### src/rtl/mem_access_stage.sv
// EX/MEM pipeline register, data-memory access FSM and registered MEM/WB output.
// Optional feature: define MISALIGN_TRAP_EN to trap misaligned half/word accesses.
module mem_access_stage #(
    parameter int unsigned WAIT_MAX = 255
) (
    input  logic        clk,
    input  logic        rst_n,
    input  logic        ex_valid_in,
    input  logic [31:0] alu_result_in,
    input  logic [31:0] rs2_data_in,
    input  logic [4:0]  rd_in,
    input  logic [2:0]  funct3_in,
    input  logic        RegWrite_in,
    input  logic        MemRead_in,
    input  logic        MemWrite_in,
    input  logic        MemToReg_in,
    output logic        mem_stall,
    output logic [31:0] ex_mem_alu_result,
    output logic [4:0]  ex_mem_rd,
    output logic        ex_mem_RegWrite,
    output logic        dmem_req,
    output logic        dmem_we,
    output logic [31:0] dmem_addr,
    output logic [3:0]  dmem_be,
    output logic [31:0] dmem_wdata,
    input  logic        dmem_ack,
    input  logic [31:0] dmem_rdata,
    output logic        wb_valid,
    output logic        wb_RegWrite,
    output logic        wb_MemToReg,
    output logic [4:0]  wb_rd,
    output logic [31:0] wb_alu_result,
    output logic [31:0] wb_load_data,
    output logic        dmem_timeout,
    output logic        misalign_err
);

    localparam logic [15:0] WaitMax = 16'(WAIT_MAX);

    typedef enum logic [1:0] {StIdle, StWait, StDone} state_e;

    state_e      state_q, state_d;
    logic [15:0] wait_cnt_q, wait_cnt_d;

    logic        m_valid;
    logic [31:0] m_alu;
    logic [31:0] m_rs2;
    logic [4:0]  m_rd;
    logic [2:0]  m_funct3;
    logic        m_RegWrite, m_MemRead, m_MemWrite, m_MemToReg;

    logic [1:0]  off;
    logic        misaligned;
    logic        mem_op;
    logic        abort;
    logic        load_done;
    logic [31:0] load_aligned;
    logic [7:0]  load_byte;
    logic [15:0] load_half;

    // EX/MEM register: frozen while the memory access is outstanding
    always_ff @(posedge clk or negedge rst_n) begin
        if (!rst_n) begin
            m_valid    <= 1'b0;
            m_alu      <= '0;
            m_rs2      <= '0;
            m_rd       <= '0;
            m_funct3   <= '0;
            m_RegWrite <= 1'b0;
            m_MemRead  <= 1'b0;
            m_MemWrite <= 1'b0;
            m_MemToReg <= 1'b0;
        end else if (!mem_stall) begin
            m_valid    <= ex_valid_in;
            m_alu      <= alu_result_in;
            m_rs2      <= rs2_data_in;
            m_rd       <= rd_in;
            m_funct3   <= funct3_in;
            m_RegWrite <= RegWrite_in;
            m_MemRead  <= MemRead_in;
            m_MemWrite <= MemWrite_in;
            m_MemToReg <= MemToReg_in;
        end
    end

    assign off = m_alu[1:0];

`ifdef MISALIGN_TRAP_EN
    assign misaligned = m_valid & (m_MemRead | m_MemWrite) &
                        ((((m_funct3 == 3'b001) | (m_funct3 == 3'b101)) & off[0]) |
                         ((m_funct3 == 3'b010) & (off != 2'b00)));
`else
    assign misaligned = 1'b0;
`endif

    assign mem_op    = m_valid & (m_MemRead | m_MemWrite) & ~misaligned;
    assign dmem_req  = mem_op & (state_q != StDone);
    assign dmem_we   = m_MemWrite;
    assign dmem_addr = {m_alu[31:2], 2'b00};
    assign abort     = (state_q == StWait) & ~dmem_ack & (wait_cnt_q == WaitMax);
    assign mem_stall = dmem_req & ~dmem_ack & ~abort;
    assign load_done = dmem_req & dmem_ack & m_MemRead;

    assign ex_mem_alu_result = m_alu;
    assign ex_mem_rd         = m_rd;
    assign ex_mem_RegWrite   = m_valid & m_RegWrite;

    always_comb begin
        state_d = state_q;
        unique case (state_q)
            StIdle:  if (mem_op && !dmem_ack) state_d = StWait;
            StWait: begin
                if (dmem_ack)   state_d = StIdle;
                else if (abort) state_d = StDone;
            end
            StDone:  state_d = StIdle;
            default: state_d = StIdle;
        endcase
    end

    always_comb begin
        wait_cnt_d = '0;
        if (state_q == StWait) begin
            wait_cnt_d = (wait_cnt_q == WaitMax) ? wait_cnt_q : wait_cnt_q + 16'd1;
        end
    end

    always_ff @(posedge clk or negedge rst_n) begin
        if (!rst_n) begin
            state_q    <= StIdle;
            wait_cnt_q <= '0;
        end else begin
            state_q    <= state_d;
            wait_cnt_q <= wait_cnt_d;
        end
    end

    // Store lanes: narrow data is replicated so any byte lane sees it
    always_comb begin
        dmem_be    = 4'b0000;
        dmem_wdata = m_rs2;
        case (m_funct3[1:0])
            2'b00: begin
                dmem_be    = 4'b0001 << off;
                dmem_wdata = {4{m_rs2[7:0]}};
            end
            2'b01: begin
                dmem_be    = off[1] ? 4'b1100 : 4'b0011;
                dmem_wdata = {2{m_rs2[15:0]}};
            end
            default: dmem_be = 4'b1111;
        endcase
        if (!m_MemWrite) dmem_be = 4'b0000;
    end

    always_comb begin
        load_half = off[1] ? dmem_rdata[31:16] : dmem_rdata[15:0];
        case (off)
            2'b00:   load_byte = dmem_rdata[7:0];
            2'b01:   load_byte = dmem_rdata[15:8];
            2'b10:   load_byte = dmem_rdata[23:16];
            default: load_byte = dmem_rdata[31:24];
        endcase
        case (m_funct3)
            3'b000:  load_aligned = {{24{load_byte[7]}}, load_byte};
            3'b001:  load_aligned = {{16{load_half[15]}}, load_half};
            3'b100:  load_aligned = {24'd0, load_byte};
            3'b101:  load_aligned = {16'd0, load_half};
            default: load_aligned = dmem_rdata;
        endcase
    end

    always_ff @(posedge clk or negedge rst_n) begin
        if (!rst_n) begin
            wb_valid      <= 1'b0;
            wb_RegWrite   <= 1'b0;
            wb_MemToReg   <= 1'b0;
            wb_rd         <= '0;
            wb_alu_result <= '0;
            wb_load_data  <= '0;
            dmem_timeout  <= 1'b0;
        end else begin
            if (mem_stall) begin
                wb_valid    <= 1'b0;
                wb_RegWrite <= 1'b0;
            end else begin
                wb_valid      <= m_valid;
                wb_RegWrite   <= m_valid & m_RegWrite & ~abort & ~misaligned;
                wb_MemToReg   <= m_MemToReg;
                wb_rd         <= m_rd;
                wb_alu_result <= m_alu;
            end
            if (load_done) wb_load_data <= load_aligned;
            if (abort)     dmem_timeout <= 1'b1;
        end
    end

`ifdef MISALIGN_TRAP_EN
    always_ff @(posedge clk or negedge rst_n) begin
        if (!rst_n)         misalign_err <= 1'b0;
        else if (mem_stall) misalign_err <= 1'b0;
        else                misalign_err <= misaligned;
    end
`else
    assign misalign_err = 1'b0;
`endif

endmodule

### config.mk
export PLATFORM = sky130hd
export DESIGN_NAME = mem_access_stage
export DESIGN_NICKNAME = d
export VERILOG_FILES = /design/src/rtl/mem_access_stage.sv
export SDC_FILE = /design/constraint.sdc
export NUM_CORES = 1
export LEC_CHECK = 0
export ABC_AREA = 1
export CORE_MARGIN = 2
export CORE_UTILIZATION = 45
export CTS_CLUSTER_SIZE = 14
export DETAILED_ROUTE_END_ITERATION = 8
export PLACE_DENSITY = 0.82
export SYNTH_ARGS = -nofsm -noshare
export SYNTH_HDL_FRONTEND = slang
export SYNTH_SLANG_ARGS = --single-unit
### constraint.sdc
create_clock -name clk -period 2.28 [get_ports clk]
set_input_delay 0.228 -clock clk [delete_from_list [all_inputs] [get_ports clk]]
set_output_delay 0.228 -clock clk [all_outputs]
set_load 0.01 [all_outputs]
**Word level (Yosys, flattened, before mapping)**

Index checks and enable logic that the tools add are counted.

- Register bits after elaboration: 168
- Output and inout bits: 183
- Word-level logic and storage cells: 67

- $add $sub $neg: 1
- Eq/ne operators: 12
- Shifts and indexed selects: 1
- Multiplexer cells: 15
- Bitwise logic cells: 13
- Reductions and logical operators: 7

Operators with widths:

| kind | count |
|---|---|
| one-hot mux 32 bit (4 select lines) | 1 |
| one-hot mux 32 bit (2 select lines) | 1 |
| two-way mux 16 bit | 3 |
| one-hot mux 8 bit (3 select lines) | 1 |
| adder 16 x 1 -> 16 bit, second input constant | 1 |
| equality test 16 x 8 -> 1 bit, second input constant | 1 |
| bitwise AND 1 bit | 10 |
| two-way mux 4 bit | 2 |
| one-hot mux 4 bit (2 select lines) | 1 |
| equality test 2 x 1 -> 1 bit, second input constant | 3 |
| equality test 3 bit, second input constant | 2 |
| zero test 2 bit | 3 |
| two-way mux 2 bit | 3 |
| != test 2 bit, second input constant | 3 |
| one-hot mux 2 bit (2 select lines) | 1 |
| left shift 1 x 2 -> 4 bit, first input constant | 1 |
| equality test 3 x 1 -> 1 bit, second input constant | 1 |
| zero test 3 bit | 1 |
| != test 3 bit, second input constant | 1 |
| equality test 2 bit, second input constant | 1 |
| two-way mux 1 bit | 2 |
| inverter 1 bit | 2 |
| AND reduction 2 bit | 1 |
| logical AND 1 bit | 1 |
| other kinds (2) | 2 |

**Longest topological paths before layout**

- Depth in word-level cells: 6
- Mapped depth: 10

**Worst setup path after synthesis**

No wires, ideal clock.

- Kind: reg-to-reg
- From: register wait_cnt_q[0]
- To: register m_funct3[0]
- Setup time: 0.117 ns
- Arrival time: 1.481 ns
- Path slack: 0.683 ns
- Stages on the path, launching flop included: 9
- Path buffers: 2
- Clock period less this slack: 1.597 ns
- Cell sequence: dfrtp_1 > ha_1 > nand3_1 > nor2_2 > nand3_4 > buf_2 > buf_2 > nand3_1 > nand2_1

- Word-level cells in the longest chain between the ends: 4

RTL lines:

| item | RTL line | source |
|---|---|---|
| from (decl) | 43 | `logic [15:0] wait_cnt_q, wait_cnt_d;` |
| from (signal assigned) | 134 | `wait_cnt_q <= wait_cnt_d;` |
| equality test 16 x 8 -> 1 bit | 100 | `assign abort = (state_q == StWait) & ~dmem_ack & (wait_cnt_q == WaitMax);` |
| bitwise AND 1 bit | 100 |  |
| inverter 1 bit | 101 | `assign mem_stall = dmem_req & ~dmem_ack & ~abort;` |
| bitwise AND 1 bit | 101 |  |
| to (signal assigned) | 78 | `m_funct3 <= funct3_in;` |
| to (decl) | 49 | `logic [2:0] m_funct3;` |

No other way between the ends.
A chain may end at the register's enable or synchronous reset.

**Final worst setup path**

- From: register m_funct3[1]
- To: output dmem_be[2]

- Word-level cells in the longest chain between the ends: 3
- Elaborated cells between the ends (all ways): 4
- Classes of those cells: eq/ne: 1; mux: 2; reduce/logical: 1

RTL lines:

| item | RTL line | source |
|---|---|---|
| equality test 2 x 1 -> 1 bit or zero test 2 bit (tied branches) | 142 | `case (m_funct3[1:0])` |
| one-hot mux 4 bit (2 select lines) (*) | 142 |  |
| two-way mux 4 bit (*) | 153 | `if (!m_MemWrite) dmem_be = 4'b0000;` |
| to (decl) | 24 | `output logic [3:0] dmem_be,` |

Mark *: on every way between the ends. The rest lies on a longest branch, timed or not.

==> run metrics <==
via-per-instance ratio=5.09; routability cong.=0.883; Tmin final=2.20 ns; total gr overflow=0; largest net degree at the start of global routing=117; Post-synth EDFFs=0; Slew @ Worst Pin=0.630 ns; synthesis-to-finish area growth=42.3%; initial cell density of the core=45.6%; RSZ-0062 raised after global routing=false; via count=8185; CP delay by family, top=buffers and inverters; TNS Setup=0 ns; Seq cells post-synth=168; pwr dens=819 nW/µm²; final cell count without fillers=1607; top-count cell post-synth=nand2_1; Max Clock Skew=0.0182 ns; I/O Pins=295; final worst-path cycle share=96.5%; Critical Path Start Type=flip-flop; PortBufs=291; Lkg Pwr=6.13 nW; Worst path max stage delay=0.49 ns; CTS root buffer=clkbuf_16; register area share after synthesis=49.6%; Syn Inst Count=1116; Post-synth ARST share=100%; crit-path max FO=6; Total GRT Usage=24.7%; crit path buf inv count=2; Critical R2R Launch=wait_cnt_q[0]$_DFFE_PN0P_; DR DRC count=0; worst setup path start=m_funct3[1]$_DFFE_PN0N_; total clock sinks=168; core area=18600 µm²; Power Total=9.87 mW; ant diodes=0; critical-path cell list=nor2_4 -> inv_1 -> a21oi_1 -> nor2_1 -> clkdlybuf4s50_1; Slew HR=58.0%; critical path capture point type=output port; worst min path class=in2async; Max Slew Vio Count=0; CTS Buf Count=17; First-pass DRT Iterations=5; maximum clock insertion buffer count=2; Clock Latency Late Sink=0.43 ns; crit path kind=reg2out; Worst VDD drop=0.000516 V; worst path arrival time=1.97 ns; H-tree levels=4; die width=141 µm; DIE HEIGHT=141 µm; Util after Layout=64.9%; detailed placement HPWL=17000 µm; final setup fails=0; vias in the first global route=7675; share of the synthesized area in the top cell type=49.6%; Inst Count DP=1568; largest cells by area after synthesis=dfrtp_1 50%, nand2_1 19%, nand3_1 10%; CTS clk-pin slew, worst paths=0.07 ns; Data required, critical path=2.05 ns; first-pass GRT wire length=39500 µm; Top FF cell, synth=dfrtp_1; final WL=24800 µm; CTS tree=built; synthesized area=8470 µm²; DR iter-0 viols=644; Max Cap Viol=0; WL/cell=15.4 µm; synth unique cells=33; FMAX=454 MHz; initial antenna violation count=0; fin nets=1473; Yosys Warn Count=0; leading area contributor after synthesis=dfrtp_1; CP max stage cell=clkdlybuf4s50_1; num rows=50; fraction of layout cells with a size suffix above 1=8.16%; status=complete, no violations; commonest cells in the netlist=421 x nand2_1, 170 x nand3_1, 168 x dfrtp_1; Avg Synthesized Cell Area=7.59 µm²; DIE AREA=19900 µm²; post-route antenna net violation count=0; Final Hold Fails=0
==> state kept, by name, indices dropped and copies added, names as in the netlist <==
register / flops
ex_mem_rd: 5
wb_load_data: 32
wb_RegWrite: 1
wait_cnt_q: 16
m_RegWrite: 1
wb_alu_result: 32
wb_rd: 5
wb_valid: 1
dmem_we: 1
m_funct3: 3
m_valid: 1
ex_mem_alu_result: 32
dmem_timeout: 1
state_q: 2
m_rs2: 32
m_MemRead: 1
m_MemToReg: 1
wb_MemToReg: 1
==> where the power goes <==
part,switching [mW],internal (mW)
Sequential,0.362,3.47
Clock,1.27,1.75
Combinational,1.40,1.61
==> repair_timing <==
action / 4_1_cts / 5_1_grt
gates resized for setup: 12 / 14
buffers inserted: 2 / 4
endpoints found under the hold margin: 47 / 0
endpoints found under the setup margin: 15 / 13
cloned: 0 / 0
hold buffers: 1 / 0
pin swaps: 2 / 3
==> metrics by stage <==
step / cell area, µm² / setup WS [ns] / hold slack [ns]
3_5_place_dp: 11300 / 0.308 / 0.216
5_1_grt: 12100 / 0.00854 / 0.320
3_3_place_gp: 11300 / 0.337 / 0.215
6_report: 12100 / 0.0788 / 0.318
4_1_cts: 12000 / 0.00660 / 0.313
2_1_floorplan: 8480 / 0.683 / -0.0676
==> metal layers <==
metal | global-route usage, % | wire, µm | vias up
met5 | 0 | 0 | -
met4 | 9.32 | 675 | 0
met3 | 6.22 | 1810 | 55
met2 | 40.6 | 12200 | 329
met1 | 31.6 | 10100 | 3863
li1 | - | - | 3938
==> cell type report <==
| cell class | instances | area (µm²) |
|---|---|---|
| Fill cell | 1559 | 6530 |
| Sequential cell | 168 | 4210 |
| Multi-Input combinational cell | 768 | 3400 |
| Timing Repair Buffer | 320 | 3220 |
| Clock buffer | 17 | 425 |
| Inverter | 85 | 319 |
| Tap cell | 234 | 293 |
| Clock inverter | 15 | 189 |
==> cell usage in the layout (no fill, tap or decap), types with 3 or more instances in the layout <==
master           Yosys  layout
buf_12               0       5
conb_1               1       3
dlymetal6s2s_1       0       9
o21ai_1              5       6
xor2_1               4       4
bufinv_16            0       3
o211ai_1             8       8
o21ai_0             20      19
inv_6                0       5
nand3_2              3       4
or2_2               26      26
dfrtp_2              0       3
nor2_1              73      71
nor2_2               4       4
buf_4               42      22
nand4_1              3       3
clkdlybuf4s50_1      0     277
clkbuf_16            0      17
dfrtp_1            168     165
inv_1               79      79
a21oi_1             13      13
nand3_1            170     169
inv_2                5       5
nand2_1            421     420
clkinv_4             0       3
nor2_4               2       4
dlygate4sd2_1        0       4
==> cell families after synthesis <==
kind of cell             after synthesis  share of synthesized area [%]
flip-flops                           168                           49.6
XOR/XNOR                               5                          0.517
AO/OA/AOI/OAI                         49                           3.19
AND/OR/NAND/NOR                      710                           35.8
adder cells (fa/ha/maj)                1                          0.148
other                                  1                         0.0443
buffers and inverters                182                           10.7
==> final timing paths <==
kind,to,slack (ns),depth (start not counted)
max,dmem_be[2],0.08,5
min,wb_valid$_DFF_PN0_,0.32,2
max reg2reg,ex_mem_rd[1]$_DFFE_PN0N_,0.41,8
min reg2reg,wb_MemToReg$_DFFE_PN0N_,0.47,2
max in group asynchronous,ex_mem_alu_result[16]$_DFFE_PN0N_,1.28,3
min in group clk,ex_mem_alu_result[1]$_DFFE_PN0N_,0.32,3
Power figures use the tool's default switching activity.
